[src/rtl/instr_queue_mw.sv]
// Multi-issue instruction queue between fetch and dispatch.
// Fetch pushes one instr+pc per cycle into a circular buffer. Dispatch sees
// the DISPATCH_WIDTH oldest entries and pops 0..DISPATCH_WIDTH of them.
// Flush empties the queue on a mispredict.
// Optional: define IQ_BYPASS_EN so that an empty queue forwards the incoming
// entry combinationally to slot 0.

// One dispatch slot: the entry is forced to zero when the slot is not valid.
module iq_lane #(
    parameter int XLEN = 32
) (
    input  logic            vld,
    input  logic [XLEN-1:0] instr_raw,
    input  logic [XLEN-1:0] pc_raw,
    output logic [XLEN-1:0] instr,
    output logic [XLEN-1:0] pc
);
    assign instr = vld ? instr_raw : '0;
    assign pc    = vld ? pc_raw    : '0;
endmodule

module instr_queue_mw #(
    parameter int DEPTH          = 8,
    parameter int XLEN           = 32,
    parameter int DISPATCH_WIDTH = 2
) (
    input  logic                               clk_in,
    input  logic                               rst_n,
    input  logic                               enq_valid,
    input  logic [XLEN-1:0]                    enq_instr,
    input  logic [XLEN-1:0]                    enq_pc,
    output logic                               enq_ready,
    output logic [DISPATCH_WIDTH-1:0]          deq_valid,
    output logic [DISPATCH_WIDTH*XLEN-1:0]     deq_instr,
    output logic [DISPATCH_WIDTH*XLEN-1:0]     deq_pc,
    input  logic [$clog2(DISPATCH_WIDTH+1)-1:0] deq_take,
    input  logic                               flush,
    output logic [$clog2(DEPTH+1)-1:0]         count
);
    localparam int PW = $clog2(DEPTH);
    localparam int CW = $clog2(DEPTH+1);

    logic [PW-1:0]                           head, tail;
    logic [DEPTH-1:0][XLEN-1:0]              mem_instr, mem_pc;
    logic [DISPATCH_WIDTH-1:0][XLEN-1:0]     slot_instr, slot_pc;
    logic [CW-1:0]                           take_req, take;
    logic                                    byp, byp_take, push;

    // Full check uses registered occupancy only, never the same-cycle take.
    assign enq_ready = (count != CW'(DEPTH));

`ifdef IQ_BYPASS_EN
    assign byp = (count == '0) && enq_valid;
`else
    assign byp = 1'b0;
`endif
    // A bypassed entry consumed in the same cycle never touches storage.
    assign byp_take = byp && (deq_take != '0);
    assign push     = enq_valid && enq_ready && !byp_take;

    // Over-take is clamped to occupancy so head never passes tail.
    assign take_req = CW'(deq_take);
    assign take     = (take_req > count) ? count : take_req;

    // Dispatch window: slot i reads entry (head+i) mod DEPTH.
    for (genvar i = 0; i < DISPATCH_WIDTH; i++) begin : g_lane
        logic [PW-1:0]   idx;
        logic            hit, lane_vld;
        logic [XLEN-1:0] raw_instr, raw_pc;

        assign idx = head + PW'(i);
        assign hit = CW'(i) < count;

        if (i == 0) begin : g_byp
            assign lane_vld  = hit | byp;
            assign raw_instr = byp ? enq_instr : mem_instr[idx];
            assign raw_pc    = byp ? enq_pc    : mem_pc[idx];
        end else begin : g_mem
            assign lane_vld  = hit;
            assign raw_instr = mem_instr[idx];
            assign raw_pc    = mem_pc[idx];
        end

        assign deq_valid[i] = lane_vld;

        iq_lane #(.XLEN(XLEN)) u_lane (
            .vld       (lane_vld),
            .instr_raw (raw_instr),
            .pc_raw    (raw_pc),
            .instr     (slot_instr[i]),
            .pc        (slot_pc[i])
        );
    end

    assign deq_instr = slot_instr;
    assign deq_pc    = slot_pc;

    // Pointer and occupancy update; flush wins over any push or pop.
    always_ff @(posedge clk_in or negedge rst_n) begin
        if (!rst_n) begin
            head  <= '0;
            tail  <= '0;
            count <= '0;
        end else if (flush) begin
            head  <= '0;
            tail  <= '0;
            count <= '0;
        end else begin
            head  <= head + PW'(take);
            if (push)
                tail <= tail + PW'(1);
            count <= count + CW'(push) - take;
        end
    end

    // Entry storage; popped or flushed entries are left in place.
    always_ff @(posedge clk_in or negedge rst_n) begin
        if (!rst_n) begin
            mem_instr <= '0;
            mem_pc    <= '0;
        end else if (push && !flush) begin
            mem_instr[tail] <= enq_instr;
            mem_pc[tail]    <= enq_pc;
        end
    end
endmodule

[config.mk]
export PLATFORM = sky130hd
export DESIGN_NAME = instr_queue_mw
export DESIGN_NICKNAME = d
export VERILOG_FILES = /design/src/rtl/instr_queue_mw.sv
export SDC_FILE = /design/constraint.sdc
export NUM_CORES = 1
export LEC_CHECK = 0
export ABC_AREA = 1
export CORE_MARGIN = 10
export CORE_UTILIZATION = 30
export CTS_BUF_LIST = sky130_fd_sc_hd__clkbuf_4
export DETAILED_ROUTE_END_ITERATION = 8
export DONT_BUFFER_PORTS = 1
export PLACE_DENSITY = 0.44
export SYNTH_ARGS = -nofsm -noshare
export SYNTH_HDL_FRONTEND = slang
export SYNTH_HIERARCHICAL = 1
export SYNTH_SLANG_ARGS = --single-unit
[constraint.sdc]
create_clock -name clk_in -period 3.3 [get_ports clk_in]
set_input_delay 0.165 -clock clk_in [delete_from_list [all_inputs] [get_ports clk_in]]
set_output_delay 0.165 -clock clk_in [all_outputs]
set_load 0.01 [all_outputs]
==> results of run 1 <==
-- worst reg2reg max path: stages, from the launching register on --
cell and delay [ns]:
dfrtp_1 0.47, ha_1 0.33, a21oi_1 0.21, nand2_2 0.12, nor2_1 0.10, a21oi_1 0.06, ha_1 0.28, inv_1 0.04
ha_1 0.20, fa_1 0.44, xnor2_1 0.15, dlygate4sd3_1 0.56, nor2_1 0.04
-- registers in the layout, summed over array words and instances (netlist names) --
signal     cells
tail           3
head           3
count          4
mem_pc       256
mem_instr    256
-- layout by cell type (no fill, tap or decap), types with 12 or more instances in the layout --
cell / synthesis / layout
buf_4: 28 / 46
nand3_1: 517 / 517
o211ai_1: 384 / 384
buf_12: 0 / 38
buf_16: 0 / 17
clkinv_1: 0 / 26
o21ai_0: 133 / 133
nand2_2: 2 / 12
dfrtp_1: 522 / 518
clkbuf_4: 0 / 246
inv_2: 6 / 23
nand2_1: 2196 / 2181
dlygate4sd3_1: 0 / 202
inv_1: 402 / 387
a21oi_1: 132 / 130
-- power groups by stage --
stage	sequential, uW	clock, uW	combinational, uW
5_1_grt	10000	7220	22600
3_3_place_gp	9850	0	18000
6_report	9760	6660	20300
3_5_place_dp	9880	0	18100
4_1_cts	9740	6900	20000
2_1_floorplan	9420	0	13000
-- synth_stat cells --
library cell     n
buf_2          220
dfrtp_1        522
a21oi_1        132
buf_6           33
nand2_2          2
xnor2_1          3
nor2_1          14
nor2_2           4
ha_1            12
nor2_4           1
clkbuf_2        35
fa_1             2
buf_4           28
o21ai_0        133
xor2_1           1
nand3_1        517
nand2_4          5
buf_1           29
inv_1          402
clkbuf_1        92
inv_2            6
nand2_1       2196
o211ai_1       384
-- per-layer routing --
layer	vias up	GRT usage	routed length (um)
met5	-	0	0
met4	0	0.0750	3900
met3	209	0.0323	5800
met2	801	0.369	67000
met1	15465	0.279	61800
li1	15475	-	-
-- stage by stage --
stage,setup WS (ns),utilization,total power [uW],instance area [um^2]
after floorplan,0.867,-,22400,32300
after global placement,0.469,0.309,27900,33100
after detailed placement,0.444,0.309,28000,33100
after CTS,-0.0843,0.353,36600,37700
after global routing,-0.0855,0.355,39800,38000
final,0.141,0.355,36700,38000
-- area by class of cell --
cell class | count | area (um^2)
Clock inverter | 40 | 200
Fill cell | 11695 | 69000
Multi-Input combinational cell | 3406 | 15600
Tap cell | 1403 | 1760
Timing Repair Buffer | 324 | 4000
Timing Repair inverter | 1 | 8.76
Inverter | 408 | 1580
Sequential cell | 522 | 13100
Antenna cell | 3 | 7.51
Clock buffer | 246 | 1850
-- kinds of logic (layout without fill, tap and decap cells) --
| kind of cell | after synthesis | after routing |
|---|---|---|
| buffers and inverters | 845 | 1019 |
| AOI/OAI and AO/OA | 649 | 649 |
| DFF | 522 | 522 |
| adders and majority gates | 14 | 14 |
| other | 0 | 3 |
| xor gates and xnor gates | 4 | 4 |
| and+or+nand+nor | 2739 | 2739 |
-- worst paths after layout --
path	endpoint	cells after the start
setup / recovery	count[2]	12
hold / removal	mem_instr[235]	0
setup reg to reg	count[2]	12
hold reg to reg	mem_pc[231]	2
max in group asynchronous	mem_pc[231]	0
min in group clk_in	tail[2]	5
-- repair_timing --
action / 4_1_cts / 5_1_grt
cloned: 10 / 9
gates resized for setup: 46 / 17
setup endpoints to repair: 128 / 89
pin swaps: 2 / 1
setup buffers: 16 / 7
endpoints found under the hold margin: 1044 / 522
==> summary.txt, run 1 <==
Synthesis
  • Synth top area cells: dfrtp_1 40%, nand2_1 25%, o211ai_1 8.9%, nand3_1 8.0%, inv_1 4.7%
  • Cells after Synth: ~4,800
  • Mean post-synth cell area: around 6.8 um^2
  • Area share of fa/ha/maj cells after synthesis: 0.00588
  • Syn nets: between 4,000 and 5,000
  • Library cells used by synthesis: 23
  • Synth Area in Compound Gates: 0.130
  • Post-synthesis sequential area ratio: 0.404
  • Synth top area share: 0.404
  • Synth warn: 6
  • Mapped Area: 0.0323 mm^2
  • Post-synthesis simple-gate area fraction: 0.340
  • Cell taking the most area after synthesis: dfrtp_1
  • Largest family of logic cells by synthesized area: simple AND/OR/NAND/NOR gates
  • #FFs+latches synth: 522
  • Multiplexer share of the synthesized area: 0
  • Synth Area in XOR/XNOR: 0.00108

Floorplanning
  • Top-Level Pins: 205
  • Die area: roughly 0.12 mm^2
  • Core area: between 0.1 and 0.15 mm^2
  • Die width: between 300 and 400 um
  • Chip height: 348 um
  • Num rows: 120
  • Initial Util: 0.302

STA
  • Final Setup Violations: 0
  • Upper clock frequency limit: ~0.32 GHz
  • Worst-margin pin slew: 2.36 ns
  • Rel. slew slack: -0.575
  • Final slew viol count: around 440
  • Fin crit share: 0.957
  • Final Skew: 0.0723 ns
  • Hold Fails Final Rpt: between 500 and 600
  • Final Hold Slack: -1.17 ns
  • Setup TNS: 0 ns
  • Final min period: around 3.2 ns

CTS
  • TritonCTS Sinks: between 500 and 600
  • Clk_lat worst skew: 1.09 ns
  • CTS max path bufs: 3
  • CTS root buf: clkbuf_4
  • Cts bufs inserted: between 150 and 200
  • Clock slew at reported path FFs: approximately 0.07 ns
  • CTS H-Tree Depth: 4
  • Hold-fix buffers at CTS: 202
  • CTS tree: yes

Pwr
  • Cell Pwr Density: approximately 960 mW/mm^2
  • Internal power: between 15,000 and 20,000 uW
  • Clock network power share: 0.181
  • Logic gate share of total power: 0.553
  • Part of the power in registers: 0.266
  • Worst vdd ir: roughly 0.75 mV
  • Switch Pwr: around 18,000 uW
  • P_leak: 0.0208 uW
  • Sw frac: 0.500

Setup path
  • Critical path endpoint category: flop
  • RR Startpoint: count[1]
  • Delay-heaviest family, CP: adder cells
  • Crit-path most repeated cell: ha_1
  • R2R Setup Slk: between 0.1 and 0.15 ns
  • Critical Path Source: count[1]
  • Crit path cell chain: ha_1, a21oi_1, nand2_2, nor2_1, a21oi_1, ha_1, inv_1, ha_1, fa_1, xnor2_1, dlygate4sd3_1, nor2_1
  • Worst setup SP type: flop
  • CP max stage delay: 0.56 ns
  • WP data required: around 4.2 ns
  • CP bufs+invs: 2
  • Crit path DAT: approximately 4 ns
  • Critical path type: reg2reg
  • CP max stage cell: dlygate4sd3_1
  • Critical path peak fanout: 6

Global route
  • All-Layer GR Usage: 0.217
  • Antenna violations before repair: 3
  • Largest net degree at the start of global routing: around 520
  • GRT Residual Overflow: 0
  • Vias in the first global route: 31,718
  • First-pass GRT wire length: 204 mm

Placement
  • IO Port Bufs: 0
  • Routability Congestion: roughly 0.76
  • Post-DP HPWL: ~67 mm
  • Placed Instances: about 5,800

Hold path
  • HP Class: in2async

Job
  • Max Cap Violations: 0

Detailed routing
  • First-pass iteration count of the detailed router: 6
  • Initial DRC count: around 2,100
  • Vias: 31,950
  • DRC Markers: 0
  • Via-to-Cell Ratio: a little over 5
  • Final ANT Viol Nets: 0
  • DRT Wirelength: about 140 mm
  • Routed wire per std cell: approximately 22 um

Layout
  • Post-Layout Cell Count: between 6,000 and 7,000
  • Fin nets: between 4,000 and 5,000
  • Layout cells sized above 1: 0.0898
  • Layout area overhead: 17.7%

Outcome
  • Failing checks: hold timing, slew limit
  • Status: complete, but fails checks
(Power assumes the default switching activity.)
==> inputs of run 2 (changes only) <==
--- a/config.mk
+++ b/config.mk
@@ -12,6 +12,7 @@
 export DETAILED_ROUTE_END_ITERATION = 8
 export DONT_BUFFER_PORTS = 1
 export PLACE_DENSITY = 0.44
+export REMOVE_ABC_BUFFERS = 1
 export SYNTH_ARGS = -nofsm -noshare
 export SYNTH_HDL_FRONTEND = slang
 export SYNTH_HIERARCHICAL = 1
==> summary.txt, run 2 (synthesis results as in run 1) <==
Pwr
  • Part of the power in registers: 0.268
  • Logic gate share of total power: 0.549
  • Internal power: 18,300 uW
  • Post-layout power: between 30,000 and 40,000 uW
  • Worst vdd ir: 0.699 mV
  • Switch Pwr: ~18,000 uW
  • Clock network power share: 0.183
  • Sw frac: 0.499
  • Cell Pwr Density: approximately 970 mW/mm^2
  • P_leak: a little over 0.02 uW

Floorplanning
  • Core area: around 0.11 mm^2
  • Chip height: approximately 350 um
  • Top-Level Pins: between 200 and 250
  • Initial Util: 0.302
  • Num rows: 120
  • Die area: 0.121 mm^2
  • Die width: about 350 um

Job
  • Max Cap Violations: 0

CTS
  • CTS H-Tree Depth: 4
  • Clock slew at reported path FFs: around 0.07 ns
  • TritonCTS Sinks: approximately 520
  • CTS root buf: clkbuf_4
  • CTS max path bufs: 3
  • Clk_lat worst skew: just over 1 ns
  • Hold-fix buffers at CTS: 200
  • Cts bufs inserted: roughly 170
  • CTS tree: yes

Global route
  • First-pass GRT wire length: 200 mm
  • Grt met3 use: 0.0430
  • Vias in the first global route: approximately 31,000
  • Grt met2 use: 0.337
  • GRT Residual Overflow: 0
  • Largest net degree at the start of global routing: between 500 and 600
  • GRT Max-Usage Layer: met2
  • All-Layer GR Usage: 0.213
  • Antenna violations before repair: 4
  • GR Util met1: 0.289

Setup path
  • Critical path peak fanout: 32
  • Critical path type: reg2out
  • Crit path DAT: roughly 3.0 ns
  • Worst setup SP type: flop
  • WP data required: 3.13 ns
  • Critical path endpoint category: output pin

Placement
  • Routability Congestion: 0.753
  • IO Port Bufs: 0
  • Post-DP HPWL: ~67 mm

Layout
  • Register area: ~0.013 mm^2
  • Layout cells sized above 1: 0.0997
  • Layout area overhead: 16.7%
  • Fin nets: around 4,900
  • Commonest non-fill, non-tap cell in the layout: nand2_1
  • Multi-input gate area: 0.0157 mm^2
  • Commonest non-fill, non-tap cells in the layout: 2,158 x nand2_1, 517 x nand3_1, 515 x dfrtp_1, 384 x o211ai_1, 360 x inv_1
  • Layout fillers: between 10,000 and 15,000
  • Top Registers: mem_instr: 256 flops, mem_pc: 256 flops, count: 4 flops

Detailed routing
  • Routed wire per std cell: approximately 21 um
  • Final ANT Viol Nets: 0
  • Vias: approximately 32,000
  • DRC Markers: 0
  • First-pass iteration count of the detailed router: 5
  • Initial DRC count: between 2,000 and 2,500
  • DRT Wirelength: between 100 and 150 mm
  • Via-to-Cell Ratio: a little over 5

STA
  • RSZ-0062 raised after global routing: yes
  • Upper clock frequency limit: roughly 0.32 GHz
  • Worst-margin pin slew: 1.92 ns
  • Hold Fails Final Rpt: 522
  • Fin crit share: 0.953
  • Final Skew: 0.0471 ns
  • Final Hold Slack: -1.09 ns
  • Final slew viol count: approximately 300
  • Final min period: approximately 3.1 ns
  • Final Setup Violations: 0
  • Rel. slew slack: -0.283

Hold path
  • HP Class: in2async

Outcome
  • Status: complete, but fails checks
  • Failing checks: hold timing, slew limit
run 2: cell count changes in the layout (fill, tap and decap cells not counted), moves of 18 or more:
cell | before | now
inv_2 | 23 | 45
o21ai_0 | 133 | 104
nand2_2 | 12 | 35
a21oi_1 | 130 | 112
inv_1 | 387 | 360
o21ai_1 | 0 | 29
nand2_1 | 2181 | 2158
run 2: power by group through the flow:
stage	clock network (uW)	logic (uW)	registers, uW
2_1_floorplan	0	10000	9830
3_3_place_gp	0	17900	9860
3_5_place_dp	0	18000	9870
4_1_cts	6980	19800	9800
5_1_grt	7300	22500	10100
6_report	6710	20100	9810
run 2: layout make-up:
| class | count | area share |
|---|---|---|
| Inverter | 408 | 0.0418 |
| Multi-Input combinational cell | 3406 | 0.417 |
| Timing Repair inverter | 1 | 0.000299 |
| Sequential cell | 522 | 0.347 |
| Clock inverter | 23 | 0.00567 |
| Antenna cell | 5 | 0.000332 |
| Tap cell | 1403 | 0.0465 |
| Clock buffer | 240 | 0.0478 |
| Timing Repair Buffer | 304 | 0.0938 |
run 2: final timing paths:
check	endpoint	slack, ns	start	cells after the start
min in group clk_in	tail[2]	0.14	enq_valid	4
max	deq_instr[20]	0.15	head[2]	5
max in group asynchronous	head[1]	2.90	rst_n	0
min reg2reg	mem_instr[122]	0.47	mem_instr[122]	2
min	mem_pc[208]	-1.09	rst_n	0
max reg2reg	count[1]	0.26	count[1]	12
run 2: routing by layer:
metal	wire, um	share of wire
met1	61600	0.46
met2	60200	0.45
met4	3220	0.024
met5	0	0
met3	8120	0.061
run 2: stage by stage:
stage,TNS [ns],cell area (um^2),std cells,setup WS (ns),util
after floorplan,-4985.72,30000,4336,-16.41,-
after global placement,0,32800,5817,0.568,0.307
after detailed placement,0,32800,5817,0.600,0.307
after CTS,-0.281,37400,6298,-0.0468,0.349
after global routing,-0.0769,37700,6312,-0.0188,0.352
final,0,37700,6312,0.154,0.352
run 2: timing repair:
| action | in CTS | in global routing |
|---|---|---|
| gates cloned | 7 | 7 |
| setup endpoints to repair | 124 | 108 |
| resized for setup | 85 | 91 |
| buffers inserted | 11 | 3 |
| pin swaps | 11 | 17 |
| hold endpoints to repair | 1044 | 522 |
run 2: worst max-delay path, stage by stage (launching register included):
cell	delay (ns)
dfrtp_4	0.74
buf_4	0.63
nand2_1	0.11
nand2_1	0.18
nand2_1	0.10
inv_1	0.14
